==> config.mk <==
export PLATFORM = sky130hd
export DESIGN_NAME = control_unit
export DESIGN_NICKNAME = d
export VERILOG_FILES = /design/src/rtl/cpu_pkg.sv /design/src/rtl/alu_decoder.sv /design/src/rtl/control_unit.sv
export SDC_FILE = /design/constraint.sdc
export NUM_CORES = 1
export LEC_CHECK = 0
export ABC_AREA = 0
export ABC_CLOCK_PERIOD_IN_PS = 1300
export BUFFER_PORTS_ARGS = -buffer_cell sky130_fd_sc_hd__buf_2
export CAP_MARGIN = 20
export CORE_AREA = 3 3 40 42
export CTS_BUF_LIST = sky130_fd_sc_hd__clkbuf_8
export DETAILED_ROUTE_END_ITERATION = 7
export DIE_AREA = 0 0 43 45
export HOLD_SLACK_MARGIN = 0.08
export PLACE_DENSITY = 0.76
export SETUP_SLACK_MARGIN = 0.1
export SYNTH_ARGS = -nofsm -noshare
export SYNTH_HDL_FRONTEND = slang
export SYNTH_HIERARCHICAL = 1
export SYNTH_SLANG_ARGS = --single-unit
==> constraint.sdc <==
create_clock -name CLK -period 1.3 [get_ports CLK]
set_input_delay 0.195 -clock CLK [delete_from_list [all_inputs] [get_ports CLK]]
set_output_delay 0.195 -clock CLK [all_outputs]
set_load 0.01 [all_outputs]
==> src/rtl/cpu_pkg.sv <==
// cpu_pkg: opcode/func constants, ALUOp and PCSrc encodings shared by the control unit.
package cpu_pkg;
  localparam logic [5:0] OP_RTYPE = 6'b000000;
  localparam logic [5:0] OP_ADDIU = 6'b001001;
  localparam logic [5:0] OP_ANDI  = 6'b001100;
  localparam logic [5:0] OP_ORI   = 6'b001101;
  localparam logic [5:0] OP_SLTI  = 6'b001010;
  localparam logic [5:0] OP_SW    = 6'b101011;
  localparam logic [5:0] OP_LW    = 6'b100011;
  localparam logic [5:0] OP_BEQ   = 6'b000100;
  localparam logic [5:0] OP_BNE   = 6'b000101;
  localparam logic [5:0] OP_BLEZ  = 6'b000110;
  localparam logic [5:0] OP_J     = 6'b000010;
  localparam logic [5:0] OP_HALT  = 6'b111111;

  localparam logic [5:0] FN_ADD = 6'b100000;
  localparam logic [5:0] FN_SUB = 6'b100010;
  localparam logic [5:0] FN_AND = 6'b100100;
  localparam logic [5:0] FN_OR  = 6'b100101;
  localparam logic [5:0] FN_SLL = 6'b000000;

  localparam logic [2:0] ALU_ADD = 3'b000;
  localparam logic [2:0] ALU_SUB = 3'b001;
  localparam logic [2:0] ALU_SLL = 3'b010;
  localparam logic [2:0] ALU_OR  = 3'b011;
  localparam logic [2:0] ALU_AND = 3'b100;
  localparam logic [2:0] ALU_SLT = 3'b110;

  localparam logic [1:0] PC_NEXT = 2'b00;
  localparam logic [1:0] PC_BR   = 2'b01;
  localparam logic [1:0] PC_JMP  = 2'b10;

  function automatic logic fn_known(input logic [5:0] fn);
    return fn inside {FN_ADD, FN_SUB, FN_AND, FN_OR, FN_SLL};
  endfunction

  function automatic logic op_known(input logic [5:0] op);
    return op inside {OP_RTYPE, OP_ADDIU, OP_ANDI, OP_ORI, OP_SLTI, OP_SW, OP_LW,
                      OP_BEQ, OP_BNE, OP_BLEZ, OP_J, OP_HALT};
  endfunction
endpackage

==> src/rtl/alu_decoder.sv <==
// alu_decoder: maps OpCode/func to the ALU operation select.
module alu_decoder
  import cpu_pkg::*;
(
  input  logic [5:0] op,
  input  logic [5:0] func,
  output logic [2:0] alu_op
);
  always_comb begin
    alu_op = ALU_ADD;
    case (op)
      OP_RTYPE: alu_op = func == FN_SUB ? ALU_SUB :
                         func == FN_AND ? ALU_AND :
                         func == FN_OR  ? ALU_OR  :
                         func == FN_SLL ? ALU_SLL : ALU_ADD;
      OP_ANDI:  alu_op = ALU_AND;
      OP_ORI:   alu_op = ALU_OR;
      OP_SLTI:  alu_op = ALU_SLT;
      OP_BEQ, OP_BNE, OP_BLEZ: alu_op = ALU_SUB;
      default:  alu_op = ALU_ADD;
    endcase
  end
endmodule

==> src/rtl/control_unit.sv <==
// control_unit: single-cycle MIPS-subset main decoder with sticky halt register.
// Optional IllegalOp output enabled by defining CU_ILLEGAL_EN.
module control_unit
  import cpu_pkg::*;
(
  input  logic       CLK,
  input  logic       Reset,
  input  logic [5:0] OpCode,
  input  logic [5:0] func,
  input  logic       zero,
  input  logic       sign,
  output logic       PCWre,
  output logic       ALUSrcA,
  output logic       ALUSrcB,
  output logic       DBDataSrc,
  output logic       RegWre,
  output logic       InsMemRW,
  output logic       RD,
  output logic       WR,
  output logic       RegDst,
  output logic       ExtSel,
  output logic [1:0] PCSrc,
`ifdef CU_ILLEGAL_EN
  output logic       IllegalOp,
`endif
  output logic [2:0] ALUOp
);
  logic halted, gate, pc_wre, reg_wre, rd, wr;
  logic [1:0] pc_src;

  alu_decoder u_alu_dec (.op(OpCode), .func(func), .alu_op(ALUOp));

  always_ff @(posedge CLK)
    if (Reset) halted <= 1'b0;
    else if (OpCode == OP_HALT) halted <= 1'b1;

  always_comb begin
    pc_wre    = 1'b1;
    ALUSrcA   = 1'b0;
    ALUSrcB   = 1'b0;
    DBDataSrc = 1'b0;
    reg_wre   = 1'b0;
    rd        = 1'b0;
    wr        = 1'b0;
    RegDst    = 1'b0;
    ExtSel    = 1'b0;
    pc_src    = PC_NEXT;
    case (OpCode)
      OP_RTYPE: begin
        RegDst  = 1'b1;
        reg_wre = fn_known(func);
        ALUSrcA = func == FN_SLL;
      end
      OP_ADDIU, OP_SLTI: begin
        ALUSrcB = 1'b1;
        ExtSel  = 1'b1;
        reg_wre = 1'b1;
      end
      OP_ANDI, OP_ORI: begin
        ALUSrcB = 1'b1;
        reg_wre = 1'b1;
      end
      OP_SW: begin
        ALUSrcB = 1'b1;
        ExtSel  = 1'b1;
        wr      = 1'b1;
      end
      OP_LW: begin
        ALUSrcB   = 1'b1;
        ExtSel    = 1'b1;
        rd        = 1'b1;
        DBDataSrc = 1'b1;
        reg_wre   = 1'b1;
      end
      OP_BEQ: begin
        ExtSel = 1'b1;
        pc_src = zero ? PC_BR : PC_NEXT;
      end
      OP_BNE: begin
        ExtSel = 1'b1;
        pc_src = !zero ? PC_BR : PC_NEXT;
      end
      OP_BLEZ: begin
        ExtSel = 1'b1;
        pc_src = (sign | zero) ? PC_BR : PC_NEXT;
      end
      OP_J:    pc_src = PC_JMP;
      OP_HALT: pc_wre = 1'b0;
      default: pc_wre = 1'b1;
    endcase
  end

  // reset level and the sticky halt both freeze every state-changing strobe
  assign gate     = Reset | halted;
  assign PCWre    = pc_wre & ~gate;
  assign RegWre   = reg_wre & ~gate;
  assign RD       = rd & ~gate;
  assign WR       = wr & ~gate;
  assign PCSrc    = gate ? PC_NEXT : pc_src;
  assign InsMemRW = 1'b1;

`ifdef CU_ILLEGAL_EN
  assign IllegalOp = !op_known(OpCode) | (OpCode == OP_RTYPE & !fn_known(func));
`endif
endmodule

==> results.yml, run 1 <==
global_routing:
  grt_pass1_wl_mm: 2.52
  grt_max_degree: 16
  busiest_layer: "met2"
  grt_overflow: 0
  grt_pass1_vias: 619
  track_usage_pct: 15.8
  grt_antenna_before_repair: 0
  grtUsageMet1_pct: 21.0
  grt_util_met3_pct: 0.398
  grt_use_met2_pct: 30.2
pwr:
  pwr-share-comb_pct: 88.8
  clkPwrFrac_pct: 0
  power.internal_w: 0.000167
  power_density_mw_per_mm2: 300
  p_sw_share_pct: 41.8
  switchingPower_w: 0.000120
  p_leak_nw: 0.426
  worst_ir_drop_vdd_uv: 200
  seq_power_share_pct: 11.2
final_layout:
  area_growth_pct: 89.6
  multi_input_area_um2: 537
  final_cell_mix: "24 x buf_2, 9 x nor2_1, 8 x buf_4"
  regMostFlops: "halted"
  diodes: 0
  final_util_pct: 74.4
  fill_cells: 100
  final_common_cell: "buf_2"
  fin_nets: 134
  top_regs: "halted: 1 flops"
  largest_reg_flops: 1
  final_layout_size_suffix_gt1_share_pct: 58.6
  seqCellArea_um2: 20.0
worst_setup_path:
  crit_buf_inv: 2
  path_depth: 5
  setup.worst_path.end_class: "output port"
  arrival_ns: 1.11
  worst_r2r_path_depth: 2
  r2r_slack_ns: 0.71
  cp-start-kind: "primary input"
  critical_path_class: "primary input to output port"
  critical_path.startpoint: "OpCode[0]"
  cp_max_fo: 5
  cp.required_ns: 1.11
  critPathMaxStageDelay_ns: 0.45
  critPathTopFamily: "simple AND/OR/NAND/NOR gates"
  crit_end: "ALUOp[2]"
  crit_path_top_delay_cell: "or4_1"
  rr_startpoint: "halted$_SDFFE_PP0P_"
  path_cells: "buf_8, nand2b_4, or4_1, o21ai_1, buf_2"
  r2r_end: "halted$_SDFFE_PP0P_"
timing:
  skew_ns: 0
  setup-tns-final_ns: -0.00287
  slew_viol_final: 0
  rsz0062_at_grt: "yes"
  max_freq_mhz: 768
  fin_crit_sh_pct: 100
  min_period_ns: 1.30
  finalSetupViolCount: 1
  finalHoldViolCount: 0
  layout_setup_ws_ns: -0.00287
yosys:
  synth_warnings: 6
  ys_seq_elements: 1
  netlist_area_um2: 504
  syn-num-nets: 95
  ys_types: 38
  syn_avg_cell_area_um2: 6.38
  ys_seq_area_share_pct: 3.97
  netlist_instances: 79
placement:
  hpwl_mm: 1.11
  port_buffers: 29
  place.gp.congestion: 0.744
outcome:
  status: "complete, but fails checks"
  violations: "negative setup slack"
drt:
  ant_nets: 0
  drcViolationCount: 0
  first_iter_violations: 13
  first_pass_iters: 4
  totalWireLength_mm: 1.80
  num_vias: 765
  vias_per_cell: 5.84
  wl_per_cell_um: 13.7
die:
  rows: 13
  pin_count: 31
  die_w_um: 43
  start_util_pct: 39.2
  core_area_mm2: 0.00128
  die_h_um: 45
  dieArea_mm2: 0.00194
clock_network:
  insertion_delay_ns: 0
  path_clk_slew_ns: 0
  ctsHoldBuffers: 0
run:
  cap_violations: 0
worst_hold_path:
  min_path_type: "primary input to flip-flop"
cells by family (layout without fill, tap and decap cells):
logic type / after synthesis / after routing / synth area share (%)
simple gates: 50 / 50 / 56.6
compound gates: 18 / 18 / 24.8
flops: 1 / 1 / 3.97
buf+inv: 8 / 45 / 12.2
other cells: 1 / 1 / 0.744
xor+xnor: 1 / 1 / 1.74
worst min-delay path by stage:
stage / from / endpoint / slack, ns / cells after the start
3_5_place_dp: Reset / halted$_SDFFE_PP0P_ / 0.41 / 2
2_1_floorplan: Reset / halted$_SDFFE_PP0P_ / 0.27 / 1
4_1_cts: Reset / halted$_SDFFE_PP0P_ / 0.41 / 2
5_1_grt: Reset / halted$_SDFFE_PP0P_ / 0.45 / 2
3_3_place_gp: Reset / halted$_SDFFE_PP0P_ / 0.40 / 2
6_report: Reset / halted$_SDFFE_PP0P_ / 0.43 / 2
routing by layer:
layer  vias to the layer above  share of wire, %
li1                        366                 -
met1                       371                41
met2                        28                53
met3                         0               6.4
met4                         0                 0
met5                         -                 0
metrics by stage:
step                power [W]  cells  hold WS (ns)  cell area [um^2]  setup WS [ns]
global route         0.000308    131         0.447               956        -0.0523
finish               0.000287    131         0.427               956       -0.00287
global placement     0.000193    126         0.399               688        -0.0683
floorplan            0.000129     79         0.267               510          0.120
detailed placement   0.000197    126         0.405               688        -0.0827
CTS                  0.000244    129         0.405               827       0.000151
power groups by stage:
stage / Sequential [W] / Clock, W / Combinational [W]
2_1_floorplan: 0.0000320 / 0 / 0.0000965
3_3_place_gp: 0.0000321 / 0 / 0.000161
3_5_place_dp: 0.0000321 / 0 / 0.000165
4_1_cts: 0.0000321 / 0 / 0.000212
5_1_grt: 0.0000323 / 0 / 0.000275
6_report: 0.0000322 / 0 / 0.000255
synth_stat cells:
cell type,number,area [um^2]
a21oi_1,2,10.0
xnor2_1,1,8.76
a21boi_1,1,7.51
nand4b_1,1,8.76
a31oi_1,1,6.26
nor2_1,14,52.6
and3b_1,1,8.76
buf_4,2,15.0
conb_1,1,3.75
nand4_1,1,6.26
a211o_1,1,8.76
nand3_1,4,20.0
o21bai_1,1,7.51
inv_1,2,7.51
and3_1,2,12.5
or4_1,1,7.51
a21boi_0,1,7.51
nand2b_1,4,25.0
nor3b_1,3,22.5
o2111ai_1,1,8.76
a32oi_1,1,8.76
buf_6,3,33.8
nand3b_1,1,7.51
nor4b_1,1,8.76
nor3b_4,1,18.8
nor2_2,1,6.26
o21ai_1,1,5.00
nor4_1,3,18.8
and3b_2,1,10.0
o211ai_1,1,7.51
buf_2,1,5.00
nand2_1,4,15.0
a221oi_2,1,15.0
nor3_1,6,30.0
and2_0,1,6.26
o21ai_0,5,25.0
a21o_1,1,7.51
dfxtp_1,1,20.0
repair_timing:
action / 4_1_cts / 5_1_grt
pin swaps: 13 / 8
endpoints found under the setup margin: 13 / 12
resized for setup: 25 / 20
buffers inserted: 2 / 1
gates cloned: 1 / 1
area by class of cell:
cell class / count / area share [%]
sequential: 1 / 2.09
timing repair buffer: 43 / 39.0
multi-input combinational: 70 / 56.2
tap: 15 / 1.96
inverter: 2 / 0.785
Power figures use the tool's default switching activity.
==> run 2: changes to the inputs <==
--- a/config.mk
+++ b/config.mk
@@ -7,7 +7,7 @@
 export LEC_CHECK = 0
 export ABC_AREA = 0
 export ABC_CLOCK_PERIOD_IN_PS = 1300
-export BUFFER_PORTS_ARGS = -buffer_cell sky130_fd_sc_hd__buf_2
+export BUFFER_PORTS_ARGS = -buffer_cell sky130_fd_sc_hd__buf_4
 export CAP_MARGIN = 20
 export CORE_AREA = 3 3 40 42
 export CTS_BUF_LIST = sky130_fd_sc_hd__clkbuf_8
==> results.yml, run 2 (synthesis results as in run 1) <==
outcome:
  status: "complete, but fails checks"
  violations: "negative setup slack"
placement:
  hpwl_mm: 1.17
  dpl_worst_slack_ns: -0.0531
  port_buffers: 29
  place.gp.congestion: 0.757
timing:
  slew_viol_final: 0
  skew_ns: 0
  layout_setup_ws_ns: -0.0133
  max_freq_mhz: 761
  setup-tns-final_ns: -0.0133
  fin_crit_sh_pct: 101
  rsz0062_at_grt: "yes"
  finalHoldViolCount: 0
  finalSetupViolCount: 1
  min_period_ns: 1.31
drt:
  first_iter_violations: 10
  drcViolationCount: 0
  num_vias: 701
  totalWireLength_mm: 1.64
  vias_per_cell: 5.70
  ant_nets: 0
  first_pass_iters: 4
  wl_per_cell_um: 13.3
worst_hold_path:
  min_path_type: "primary input to flip-flop"
pwr:
  switchingPower_w: 0.000111
  p_sw_share_pct: 42.9
  worst_ir_drop_vdd_uv: 191
  p_leak_nw: 0.366
  seq_power_share_pct: 12.5
  power_density_mw_per_mm2: 291
  power.internal_w: 0.000148
  power_w: 0.000259
  pwr-share-comb_pct: 87.5
  clkPwrFrac_pct: 0
clock_network:
  cts_setup_buffers: 0
  path_clk_slew_ns: 0
  insertion_delay_ns: 0
  ctsHoldBuffers: 0
final_layout:
  final_layout_size_suffix_gt1_share_pct: 51.9
  diodes: 0
  regMostFlops: "halted"
  largest_reg_flops: 1
  area_growth_pct: 76.2
  final_cell_mix: "29 x buf_4, 10 x nor2_1, 4 x nor2_2, 4 x o21ai_0, 4 x buf_12"
  top_regs: "halted: 1 flops"
  fin_nets: 126
  final_common_cell: "buf_4"
global_routing:
  track_usage_pct: 16.1
  grt_antenna_before_repair: 0
  grt_max_degree: 16
  grt_pass1_wl_mm: 2.54
  grt_overflow: 0
  grt_pass1_vias: 618
die:
  dieArea_mm2: 0.00194
  pin_count: 31
  rows: 13
  core_area_mm2: 0.00128
  die_h_um: 45
  start_util_pct: 39.2
  die_w_um: 43
worst_setup_path:
  cp-start-kind: "primary input"
  arrival_ns: 1.12
  critical_path_class: "primary input to output port"
  setup.worst_path.end_class: "output port"
  crit_path_top_delay_cell: "or4_1"
  cp.required_ns: 1.11
  path_cells: "buf_12, nand2b_4, or4_1, o21ai_1, buf_4"
  critPathMaxStageDelay_ns: 0.46
  cp_max_fo: 8
run:
  cap_violations: 0
-- run 2: repair_timing --
item / in CTS / in global routing
pin swaps: 8 / 7
resized for setup: 19 / 16
setup endpoints to repair: 11 / 13
-- run 2: final timing paths --
check / startpoint / end / slack [ns] / cells past startpoint
setup / recovery: OpCode[0] / ALUOp[2] / -0.01 / 5
hold / removal: Reset / halted$_SDFFE_PP0P_ / 0.40 / 2
setup reg to reg: halted$_SDFFE_PP0P_ / halted$_SDFFE_PP0P_ / 0.71 / 2
hold reg to reg: halted$_SDFFE_PP0P_ / halted$_SDFFE_PP0P_ / 0.53 / 2
-- run 2: through the flow --
step	instance area (um^2)	hold WS [ns]	std cells	utilization [%]
finish	888	0.399	123	69.1
floorplan	510	0.267	79	-
detailed placement	738	0.384	123	57.4
CTS	812	0.391	123	63.2
global placement	738	0.382	123	57.4
global route	888	0.411	123	69.1
-- run 2: final cells by class --
cell class,instances,area [um^2]
sequential,1,20.0
tap,15,18.8
inverter,2,7.51
timing repair buffer,35,324
multi-input combinational,70,518
fill,107,397
-- run 2: layer usage --
| layer | share of wire, % | vias up | track usage, % | routed length (um) |
|---|---|---|---|---|
| li1 | - | 351 | - | - |
| met4 | 0 | 0 | 1.20 | 0 |
| met3 | 6.9 | 0 | 1.20 | 112 |
| met1 | 39 | 322 | 20.5 | 643 |
| met2 | 54 | 28 | 30.8 | 879 |
| met5 | 0 | - | 0 | 0 |
-- run 2: power groups by stage --
stage / clock network [W] / logic, W / registers, W
after global routing: 0 / 0.000245 / 0.0000323
after global placement: 0 / 0.000176 / 0.0000321
after floorplan: 0 / 0.0000965 / 0.0000320
final: 0 / 0.000227 / 0.0000322
after CTS: 0 / 0.000201 / 0.0000322
after detailed placement: 0 / 0.000178 / 0.0000321
-- run 2: worst max-delay path: cells and delay by family --
family                 cells  cell delay, ns
AO/OA/AOI/OAI              1            0.09
AND/OR/NAND/NOR            2            0.59
buffers and inverters      2            0.24
==> run 3: changes to the inputs <==
--- a/config.mk
+++ b/config.mk
@@ -6,7 +6,7 @@
 export NUM_CORES = 1
 export LEC_CHECK = 0
 export ABC_AREA = 0
-export ABC_CLOCK_PERIOD_IN_PS = 1300
+export ABC_CLOCK_PERIOD_IN_PS = 1100
 export BUFFER_PORTS_ARGS = -buffer_cell sky130_fd_sc_hd__buf_4
 export CAP_MARGIN = 20
 export CORE_AREA = 3 3 40 42
@@ -14,7 +14,7 @@
 export DETAILED_ROUTE_END_ITERATION = 7
 export DIE_AREA = 0 0 43 45
 export HOLD_SLACK_MARGIN = 0.08
-export PLACE_DENSITY = 0.76
+export PLACE_DENSITY = 0.79
 export SETUP_SLACK_MARGIN = 0.1
 export SYNTH_ARGS = -nofsm -noshare
 export SYNTH_HDL_FRONTEND = slang
==> constraint.sdc (replaced) <==
create_clock -name CLK -period 1.1 [get_ports CLK]
set_input_delay 0.165 -clock CLK [delete_from_list [all_inputs] [get_ports CLK]]
set_output_delay 0.165 -clock CLK [all_outputs]
set_load 0.1 [all_outputs]
==> results.yml, run 3 <==
placement:
  port_buffers: 29
  dpl_worst_slack_ns: -0.432
  hpwl_mm: 1.69
  place.gp.congestion: 0.695
  placed_area_mm2: 0.00107
outcome:
  status: "aborted with a tool error"
  error: "[ERROR DPL-0038] Utilization greater than 100%, impossible to legalize"
  lastStage: "4_1_cts"
yosys:
  synth_edf_count: 0
  ys_seq_elements: 1
  yosys.area.top_type_share_pct: 10.4
  yosysMostFrequentCell: "nor2_1"
  synth_compound_area_share_pct: 24.8
  synth_fa_ha_area_share_pct: 0
  syn-num-nets: 95
  synthXorXnorAreaFrac_pct: 1.74
  netlist_instances: 79
  netlist_area_um2: 504
  synth_area_leaders: "nor2_1 10%, buf_6 6.7%, nor3_1 6.0%"
  syn_avg_cell_area_um2: 6.38
  synth-simple-area-share_pct: 56.6
  ys_seq_area_share_pct: 3.97
  synth.area.mux_share_pct: 0
  ys_types: 38
  synth_warnings: 6
  synth_area_leader_cell: "nor2_1"
  synth.top_cells.by_count: "14 x nor2_1, 6 x nor3_1, 5 x o21ai_0"
  synth_top_family_by_area: "simple AND/OR/NAND/NOR gates"
  async_reset_ff_share_pct: 0
  synthFlopType: "dfxtp_1"
die:
  start_util_pct: 39.2
  die_h_um: 45
  die_w_um: 43
  rows: 13
  pin_count: 31
clock_network:
  cts-resized-gates: 70
  cts_setup_buffers: 3
  ctsHoldBuffers: 0
-- run 3: cell counts after synthesis --
No cell type changed its count.
-- run 3: logic make-up after synthesis --
logic type | after synthesis
compound gates | 18
xor+xnor | 1
buf+inv | 8
flops | 1
other cells | 1
simple gates | 50
-- run 3: per-stage QoR --
stage	std cells	hold WS, ns	utilization [%]	setup TNS (ns)
floorplan	79	0.237	-	-6.23
global placement	140	0.479	83.3	-4.34
detailed placement	140	0.489	83.3	-4.75
==> run 4: changes to the inputs <==
==> config.mk (replaced) <==
export PLATFORM = sky130hd
export DESIGN_NAME = control_unit
export DESIGN_NICKNAME = d
export VERILOG_FILES = /design/src/rtl/cpu_pkg.sv /design/src/rtl/alu_decoder.sv /design/src/rtl/control_unit.sv
export SDC_FILE = /design/constraint.sdc
export NUM_CORES = 1
export LEC_CHECK = 0
export ABC_AREA = 0
export ABC_CLOCK_PERIOD_IN_PS = 1430
export BUFFER_PORTS_ARGS = -buffer_cell sky130_fd_sc_hd__buf_4
export CAP_MARGIN = 20
export CORE_AREA = 3 3 64 66
export DETAILED_ROUTE_END_ITERATION = 7
export DIE_AREA = 0 0 67 69
export PLACE_DENSITY_LB_ADDON = 0.15
export SYNTH_ARGS = -nofsm -noshare
export SYNTH_HDL_FRONTEND = slang
export SYNTH_HIERARCHICAL = 1
export SYNTH_SLANG_ARGS = --single-unit
==> constraint.sdc (replaced) <==
create_clock -name CLK -period 1.43 [get_ports CLK]
set_input_delay 0.2145 -clock CLK [delete_from_list [all_inputs] [get_ports CLK]]
set_output_delay 0.2145 -clock CLK [all_outputs]
set_load 0.1 [all_outputs]
==> results.yml, run 4 (synthesis results as in run 1) <==
outcome:
  status: "complete, but fails checks"
  violations: "negative setup slack"
final_layout:
  fin_nets: 146
  area_growth_pct: 184
  regMostFlops: "halted"
  largest_reg_flops: 1
  final_layout_size_suffix_gt1_share_pct: 75.0
  postLayoutCellArea_mm2: 0.00143
  diodes: 0
  final_cell_mix: "33 x buf_4, 11 x buf_12, 10 x buf_6, 8 x nor2_1"
  top_regs: "halted: 1 flops"
  fill_cells: 378
  final_common_cell: "buf_4"
worst_setup_path:
  arrival_ns: 1.26
  cp_max_fo: 3
  setup.worst_path.end_class: "output port"
  cp.required_ns: 1.22
  cp-start-kind: "primary input"
  critical_path_class: "primary input to output port"
timing:
  max_freq_mhz: 678
  min_period_ns: 1.48
  fin_crit_sh_pct: 103
  slew_viol_final: 0
  finalHoldViolCount: 0
  finalSetupViolCount: 4
  rsz0062_at_grt: "yes"
  hold_slack_ns: 0.545
  layout_setup_ws_ns: -0.0457
  skew_ns: 0
global_routing:
  grt_pass1_wl_mm: 3.56
  grt_max_degree: 14
  grt_pass1_vias: 757
  grt_antenna_before_repair: 0
  grt_overflow: 0
  track_usage_pct: 9.18
pwr:
  p_leak_nw: 0.565
  power_w: 0.000431
  power_density_mw_per_mm2: 301
  worst_ir_drop_vdd_uv: 126
drt:
  first_pass_iters: 4
  num_vias: 771
  totalWireLength_mm: 2.10
  drcViolationCount: 0
  vias_per_cell: 4.38
  ant_nets: 0
  wl_per_cell_um: 11.9
  first_iter_violations: 17
worst_hold_path:
  min_path_type: "primary input to flip-flop"
die:
  pin_count: 31
  core_area_mm2: 0.00363
  die_w_um: 67
  dieArea_mm2: 0.00462
  rows: 22
  die_h_um: 69
  start_util_pct: 13.9
placement:
  place.gp.congestion: 0.666
  hpwl_mm: 1.69
  dpl_worst_slack_ns: -0.195
  placed_area_mm2: 0.00113
  port_buffers: 29
clock_network:
  path_clk_slew_ns: 0
  ctsHoldBuffers: 0
  insertion_delay_ns: 0
run:
  cap_violations: 0
[run 4: metal layers]
layer	global-route usage (%)	share of wire, %	up-vias
met5	0	0	-
met4	0	0	0
met3	1.14	5.4	0
met2	16.4	54	17
met1	12.3	41	364
li1	-	-	390
[run 4: area by class of cell]
type,instances,area (um^2),share of cell area (%)
inverters,2,7.51,0.524
multi-input cells,70,734,51.2
flip-flops and latches,1,23.8,1.66
well taps,48,60.1,4.19
repair buffers,55,608,42.4
[run 4: repair_timing]
item	CTS	global route
buffers inserted	1	1
gates cloned	1	0
resized for setup	47	14
pin swaps	16	7
endpoints found under the setup margin	11	12
[run 4: power by group]
part,switching [W],leakage [nW],internal [W]
logic,0.000222,0.556,0.000182
registers,0.000000333,0.00887,0.0000272
clock network,0,0,0
[run 4: worst max-delay path, stage by stage]
cell and delay, ns:
buf_12 0.11, nand2b_4 0.13, or4_4 0.53, o21ai_4 0.09, buf_12 0.19
[run 4: metrics by stage]
stage	setup TNS (ns)	util, %	std cells
2_1_floorplan	-3.10	-	79
3_3_place_gp	-1.53	31.1	174
3_5_place_dp	-1.51	31.1	174
4_1_cts	-0.260	37.3	176
5_1_grt	-0.448	39.5	176
6_report	-0.142	39.5	176
[run 4: worst paths after layout]
path | startpoint | endpoint | slack [ns] | cells after the start
worst max-delay path | OpCode[0] | ALUOp[2] | -0.05 | 5
worst min-delay path | Reset | halted$_SDFFE_PP0P_ | 0.55 | 3
worst max register to register | halted$_SDFFE_PP0P_ | halted$_SDFFE_PP0P_ | 0.70 | 3
worst min register to register | halted$_SDFFE_PP0P_ | halted$_SDFFE_PP0P_ | 0.62 | 3
